`config.mk`:
```
export PLATFORM = sky130hd
export DESIGN_NAME = cache_perf_monitor
export DESIGN_NICKNAME = d
export VERILOG_FILES = /design/src/rtl/cache_perf_pkg.sv /design/src/rtl/perf_counter.sv /design/src/rtl/cache_perf_monitor.sv
export SDC_FILE = /design/constraint.sdc
export NUM_CORES = 1
export LEC_CHECK = 0
export CAP_MARGIN = 10
export CORE_MARGIN = 2
export CORE_UTILIZATION = 60
export CTS_CLUSTER_DIAMETER = 120
export DETAILED_ROUTE_END_ITERATION = 12
export GPL_TIMING_DRIVEN = 0
export PLACE_DENSITY_LB_ADDON = 0.05
export SLEW_MARGIN = 20
export SYNTH_ARGS = -nofsm -noshare
export SYNTH_HDL_FRONTEND = slang
export SYNTH_SLANG_ARGS = --single-unit
```
`constraint.sdc`:
```
create_clock -name clk -period 3.65 [get_ports clk]
set_input_delay 0.73 -clock clk [delete_from_list [all_inputs] [get_ports clk]]
set_output_delay 0.73 -clock clk [all_outputs]
set_load 0.05 [all_outputs]
```
`src/rtl/cache_perf_pkg.sv`:
```
// Shared constants for the cache performance monitor: counter slot indices
// and the fixed size of the counter bank.
package cache_perf_pkg;

  localparam int NUM_CNT     = 8;

  localparam int CNT_CYCLES  = 0;  // cycles with an access presented
  localparam int CNT_ACCESS  = 1;  // completed accesses
  localparam int CNT_RD_HIT  = 2;
  localparam int CNT_WR_HIT  = 3;
  localparam int CNT_RD_MISS = 4;
  localparam int CNT_WR_MISS = 5;
  localparam int CNT_STALL   = 6;  // cycles with access presented and stalled
  localparam int CNT_MAX_LAT = 7;  // worst stall-run of any single access

endpackage : cache_perf_pkg

```
`src/rtl/perf_counter.sv`:
```
// Single event counter with sticky overflow flag. Adds at most one per
// cycle; at all-ones the next event either sticks (SATURATE=1) or wraps.
module perf_counter #(
  parameter int CNT_W    = 16,
  parameter bit SATURATE = 1'b1
) (
  input  logic             clk,
  input  logic             rst,
  input  logic             clr,
  input  logic             en,
  input  logic             inc,
  output logic [CNT_W-1:0] value,
  output logic             ovf
);

  localparam logic [CNT_W-1:0] ALL_ONES = '1;
  localparam logic [CNT_W-1:0] ONE      = CNT_W'(1);

  // Count qualified events; clear wins over a same-cycle increment.
  // NOTE: state registers use non-blocking (<=) so every flop samples the
  // pre-edge values and simulation order cannot change the result.
  always_ff @(posedge clk) begin
    if (rst || clr) begin
      value <= '0;
      ovf   <= 1'b0;
    end else if (en && inc) begin
      if (value == ALL_ONES) begin
        ovf   <= 1'b1;
        value <= SATURATE ? ALL_ONES : '0;
      end else begin
        value <= value + ONE;
      end
    end
  end

endmodule : perf_counter

```
`src/rtl/cache_perf_monitor.sv`:
```
// Performance monitor for the cache CPU-side handshake. Classifies each
// completed access (read/write, hit/miss), tracks stall statistics and the
// worst per-access stall run, and offers a snapshot bank read through sel.
module cache_perf_monitor #(
  parameter int CNT_W    = 16,
  parameter bit SATURATE = 1'b1,
  parameter int NUM_CNT  = 8
) (
  input  logic               clk,
  input  logic               rst,
  input  logic               acc_valid,
  input  logic               acc_we,
  input  logic               stall,
  input  logic               clear,
  input  logic               freeze,
  input  logic               snap,
  input  logic [2:0]         sel,
  output logic [CNT_W-1:0]   rd_data,
  output logic [NUM_CNT-1:0] ovf
);

  import cache_perf_pkg::*;

  localparam logic [CNT_W-1:0] ALL_ONES = '1;
  localparam logic [CNT_W-1:0] ONE      = CNT_W'(1);

  // Per-access tracking: has the current access stalled, and for how long.
  logic             missed;
  logic [CNT_W-1:0] lat;

  logic             complete;
  logic             count_en;
  logic [CNT_MAX_LAT-1:0] inc;

  logic [CNT_W-1:0] live   [NUM_CNT];
  logic [CNT_W-1:0] shadow [NUM_CNT];
  logic [CNT_W-1:0] max_lat;

  assign complete = acc_valid && !stall;
  assign count_en = !freeze;

  // Track the stall run of the access in flight; idle cycles leave it alone,
  // and freeze/clear deliberately do not touch it.
  always_ff @(posedge clk) begin
    if (rst) begin
      missed <= 1'b0;
      lat    <= '0;
    end else if (acc_valid) begin
      if (stall) begin
        missed <= 1'b1;
        if (lat != ALL_ONES) lat <= lat + ONE;
      end else begin
        missed <= 1'b0;
        lat    <= '0;
      end
    end
  end

  // Decode this cycle's events into one increment strobe per counter.
  // NOTE: every always_comb output gets a default first so no path leaves
  // it unassigned and no latch is inferred.
  always_comb begin
    inc              = '0;
    inc[CNT_CYCLES]  = acc_valid;
    inc[CNT_ACCESS]  = complete;
    inc[CNT_RD_HIT]  = complete && !acc_we && !missed;
    inc[CNT_WR_HIT]  = complete &&  acc_we && !missed;
    inc[CNT_RD_MISS] = complete && !acc_we &&  missed;
    inc[CNT_WR_MISS] = complete &&  acc_we &&  missed;
    inc[CNT_STALL]   = acc_valid && stall;
  end

  for (genvar i = 0; i < CNT_MAX_LAT; i++) begin : g_cnt
    perf_counter #(
      .CNT_W    (CNT_W),
      .SATURATE (SATURATE)
    ) u_cnt (
      .clk   (clk),
      .rst   (rst),
      .clr   (clear),
      .en    (count_en),
      .inc   (inc[i]),
      .value (live[i]),
      .ovf   (ovf[i])
    );
  end

  // Worst-case latency register: keeps the largest stall run seen at completion.
  always_ff @(posedge clk) begin
    if (rst || clear) begin
      max_lat <= '0;
    end else if (count_en && complete && (lat > max_lat)) begin
      max_lat <= lat;
    end
  end

  // MAX_LAT can never exceed all-ones, so its overflow flag is constant.
  assign live[CNT_MAX_LAT] = max_lat;
  assign ovf[CNT_MAX_LAT]  = 1'b0;

  // Snapshot bank: copies the pre-edge live values, so a same-cycle clear or
  // increment is not visible in the captured image.
  // NOTE: the shadow bank is a register array, not a RAM, so resetting it
  // costs nothing extra and guarantees rd_data reads zero until the first snap.
  always_ff @(posedge clk) begin
    if (rst) begin
      for (int i = 0; i < NUM_CNT; i++) shadow[i] <= '0;
    end else if (snap) begin
      for (int i = 0; i < NUM_CNT; i++) shadow[i] <= live[i];
    end
  end

  // Registered readback of the selected shadow counter.
  always_ff @(posedge clk) begin
    if (rst) rd_data <= '0;
    else     rd_data <= shadow[sel];
  end

endmodule : cache_perf_monitor

```
==> reports/metrics.yaml <==
grt_pass1_wl_um: 54900
globalRoute.busiestLayer: "met2"
io_pins: 35
nFillCells: 1783
grt_pass1_vias: 9626
worstReg2RegEnd: "max_lat[13]"
die_x_um: 155
p_seq_share_pct: 51.5
dieArea_um2: 23900
reg2reg_depth: 8
grt_max_degree: 58
min_from: "g_cnt[0].u_cnt.ovf"
grt_setup_unrepaired: "false"
viasPerCell: 6.16
dp_hpwl_um: 25300
required_ns: 4.12
synth_adder_area_share_pct: 2.21
synth-edff-count: 128
use_met1_pct: 43.9
fin_ws_ns: 0.670
p_sw_mw: 1.58
multi_input_area_um2: 5890
cts_buffers: 31
cts.sinks: 296
synthMuxAreaShare_pct: 7.14
gp_congestion: 0.928
ys_seq_area_share_pct: 53.0
cts_buffer_depth: 3
synthFlopType: "dfxtp_1"
syn_to_final_growth_pct: 12.4
total_power_mw: 6.95
use_met2_pct: 47.0
register_area_um2: 7210
layout.nets: 1375
rows: 55
fmax_mhz: 336
post-route-drc-count: 0
hold_viol: 0
core_um2: 22400
clk-insertion-delay-late_ns: 0.56
syn_nets: 1310
synth_compound_area_share_pct: 9.38
cts_max_level: 1
dieHeight_um: 155
use_met3_pct: 5.10
first_pass_iters: 6
cts_resized: 0
path_clk_slew_ns: 0.06
slew_headroom_pct: 28.9
start_util_pct: 60.6
swShare_pct: 22.7
setup_viol: 0
pwr-share-clk_pct: 43.3
synth_cell_types: 61
synth-xor-area-share_pct: 3.22
worstReg2RegStart: "max_lat[15]"
drv_cap: 0
cp-start-kind: "primary input"
grt_overflow: 0
end_kind: "flip-flop"
p_leak_nw: 5.47
ys_warn_count: 0
cp.arrival_ns: 3.45
io_buffers: 30
crit_fanout: 10
crit_path_end: "g_cnt[6].u_cnt.ovf"
cts_tree: "built"
finalMaxSlewViolations: 0
peakVddDrop_v: 0.000316
track_usage_pct: 30.2
layout_common_cells: "dfxtp_1 (168), edfxtp_1 (128), and2_1 (104)"
hold_path.class: "reg -> reg"
synth_top_family_by_area: "simple AND/OR/NAND/NOR gates"
skew_ns: 0.0168
synth_area_um2: 13600
path_class: "in -> reg"
final_cell_area_um2: 15300
clock-root-buffer: "clkbuf_16"
utilization_pct: 68.1
fin_crit_ns: 2.98
ys_seq_elements: 296
drtIter0Drc: 860
postRouteAntennaNets: 0
pre_cts_slack_ns: 0.110
synthArstFlopShare_pct: 0
final_common_cell: "dfxtp_1"
wire_per_inst_um: 21.5
wirelength_um: 35400
synthCells: 1275
intPower_mw: 5.37
placed_area_um2: 14300
vias: 10200
yosys.area_share.simple_pct: 21.3
antenna_found_initial: 0
cp-startpoint: "acc_valid"
avgSynthCellArea_um2: 10.7
drive_gt1_share_pct: 8.50
diodes: 0
rrSetupSlack_ns: 0.84
worstMarginPinSlew_ns: 1.07
status: "finished, final reports clean"
power.density_nw_per_um2: 455
pwr-share-comb_pct: 5.2
cts_hold_buf: 0
post-route-period-util_pct: 81.6
cts_setup_buffers: 0
routing by layer:
| layer | up-vias | wire length [um] |
|---|---|---|
| met4 | 0 | 999 |
| met3 | 63 | 2730 |
| met2 | 340 | 15900 |
| met1 | 4928 | 15800 |
| li1 | 4821 | - |
| met5 | - | 0 |
final cells by class:
type / instances / area share (%)
Tap cell: 285 / 2.34
Timing Repair Buffer: 32 / 2.28
Multi-Input combinational cell: 862 / 38.6
Clock inverter: 12 / 0.401
Clock buffer: 45 / 5.96
Buffer: 70 / 2.11
Inverter: 47 / 1.16
Sequential cell: 296 / 47.2
sequential cells by signal, summed over array words and instances (netlist names):
name and flops:
shadow 128, missed 1, lat 16, g_cnt.u_cnt.ovf 7
g_cnt.u_cnt.value 112, rd_data 16, max_lat 16
metrics by stage:
step                      cells  setup TNS [ns]  hold WS [ns]
after floorplan            1275               0         0.426
after global placement     1590         -142.50         0.434
after global routing       1649               0         0.464
final                      1649               0         0.445
after detailed placement   1592               0         0.439
after CTS                  1649               0         0.449
cell usage after synthesis (20+ instances only):
cell type / instances / area, um2
dfxtp_1: 168 / 3360
nor2b_1: 22 / 138
nand2_1: 61 / 229
nand4_1: 46 / 288
and2_1: 104 / 651
edfxtp_1: 128 / 3840
xnor2_1: 27 / 236
xor2_1: 23 / 201
clkbuf_1: 46 / 173
mux2i_1: 25 / 250
nand3_1: 61 / 305
nor3_1: 49 / 245
o211ai_1: 20 / 150
mux4_2: 32 / 721
nor2_1: 89 / 334
and3_1: 29 / 181
inv_1: 47 / 176
ha_1: 24 / 300
a21oi_1: 85 / 425
o21ai_0: 30 / 150
a31oi_1: 28 / 175
power groups by stage:
| stage | Sequential (mW) | Combinational (mW) | Clock, mW |
|---|---|---|---|
| finish | 3.58 | 0.363 | 3.01 |
| global route | 3.58 | 0.382 | 3.18 |
| CTS | 3.58 | 0.362 | 3.04 |
| detailed placement | 3.65 | 0.361 | 0 |
| global placement | 3.65 | 0.350 | 0 |
| floorplan | 3.66 | 0.186 | 0 |
worst min path at each step:
stage / slack (ns) / cells after the start / to
after floorplan: 0.43 / 2 / g_cnt[0].u_cnt.ovf
after global placement: 0.43 / 2 / g_cnt[0].u_cnt.ovf
after detailed placement: 0.44 / 2 / g_cnt[0].u_cnt.ovf
after CTS: 0.45 / 2 / g_cnt[2].u_cnt.ovf
after global routing: 0.46 / 2 / g_cnt[0].u_cnt.ovf
final: 0.44 / 2 / g_cnt[0].u_cnt.ovf
worst max-delay path, stage by stage:
cell and delay [ns]:
clkdlybuf4s50_1 0.61, clkbuf_1 0.45, nor2b_1 0.76, nand2_1 0.22, nor2_1 0.24, nand2_1 0.25, a21oi_1 0.20
kinds of logic (layout without fill, tap and decap cells):
logic type,after synthesis,after routing
adders and majority gates,24,24
buffers and inverters,117,206
AOI/OAI and AO/OA,206,206
DFF,296,296
muxes,57,57
xor gates and xnor gates,50,50
other,1,1
and+or+nand+nor,524,524
(Power assumes the default switching activity.)
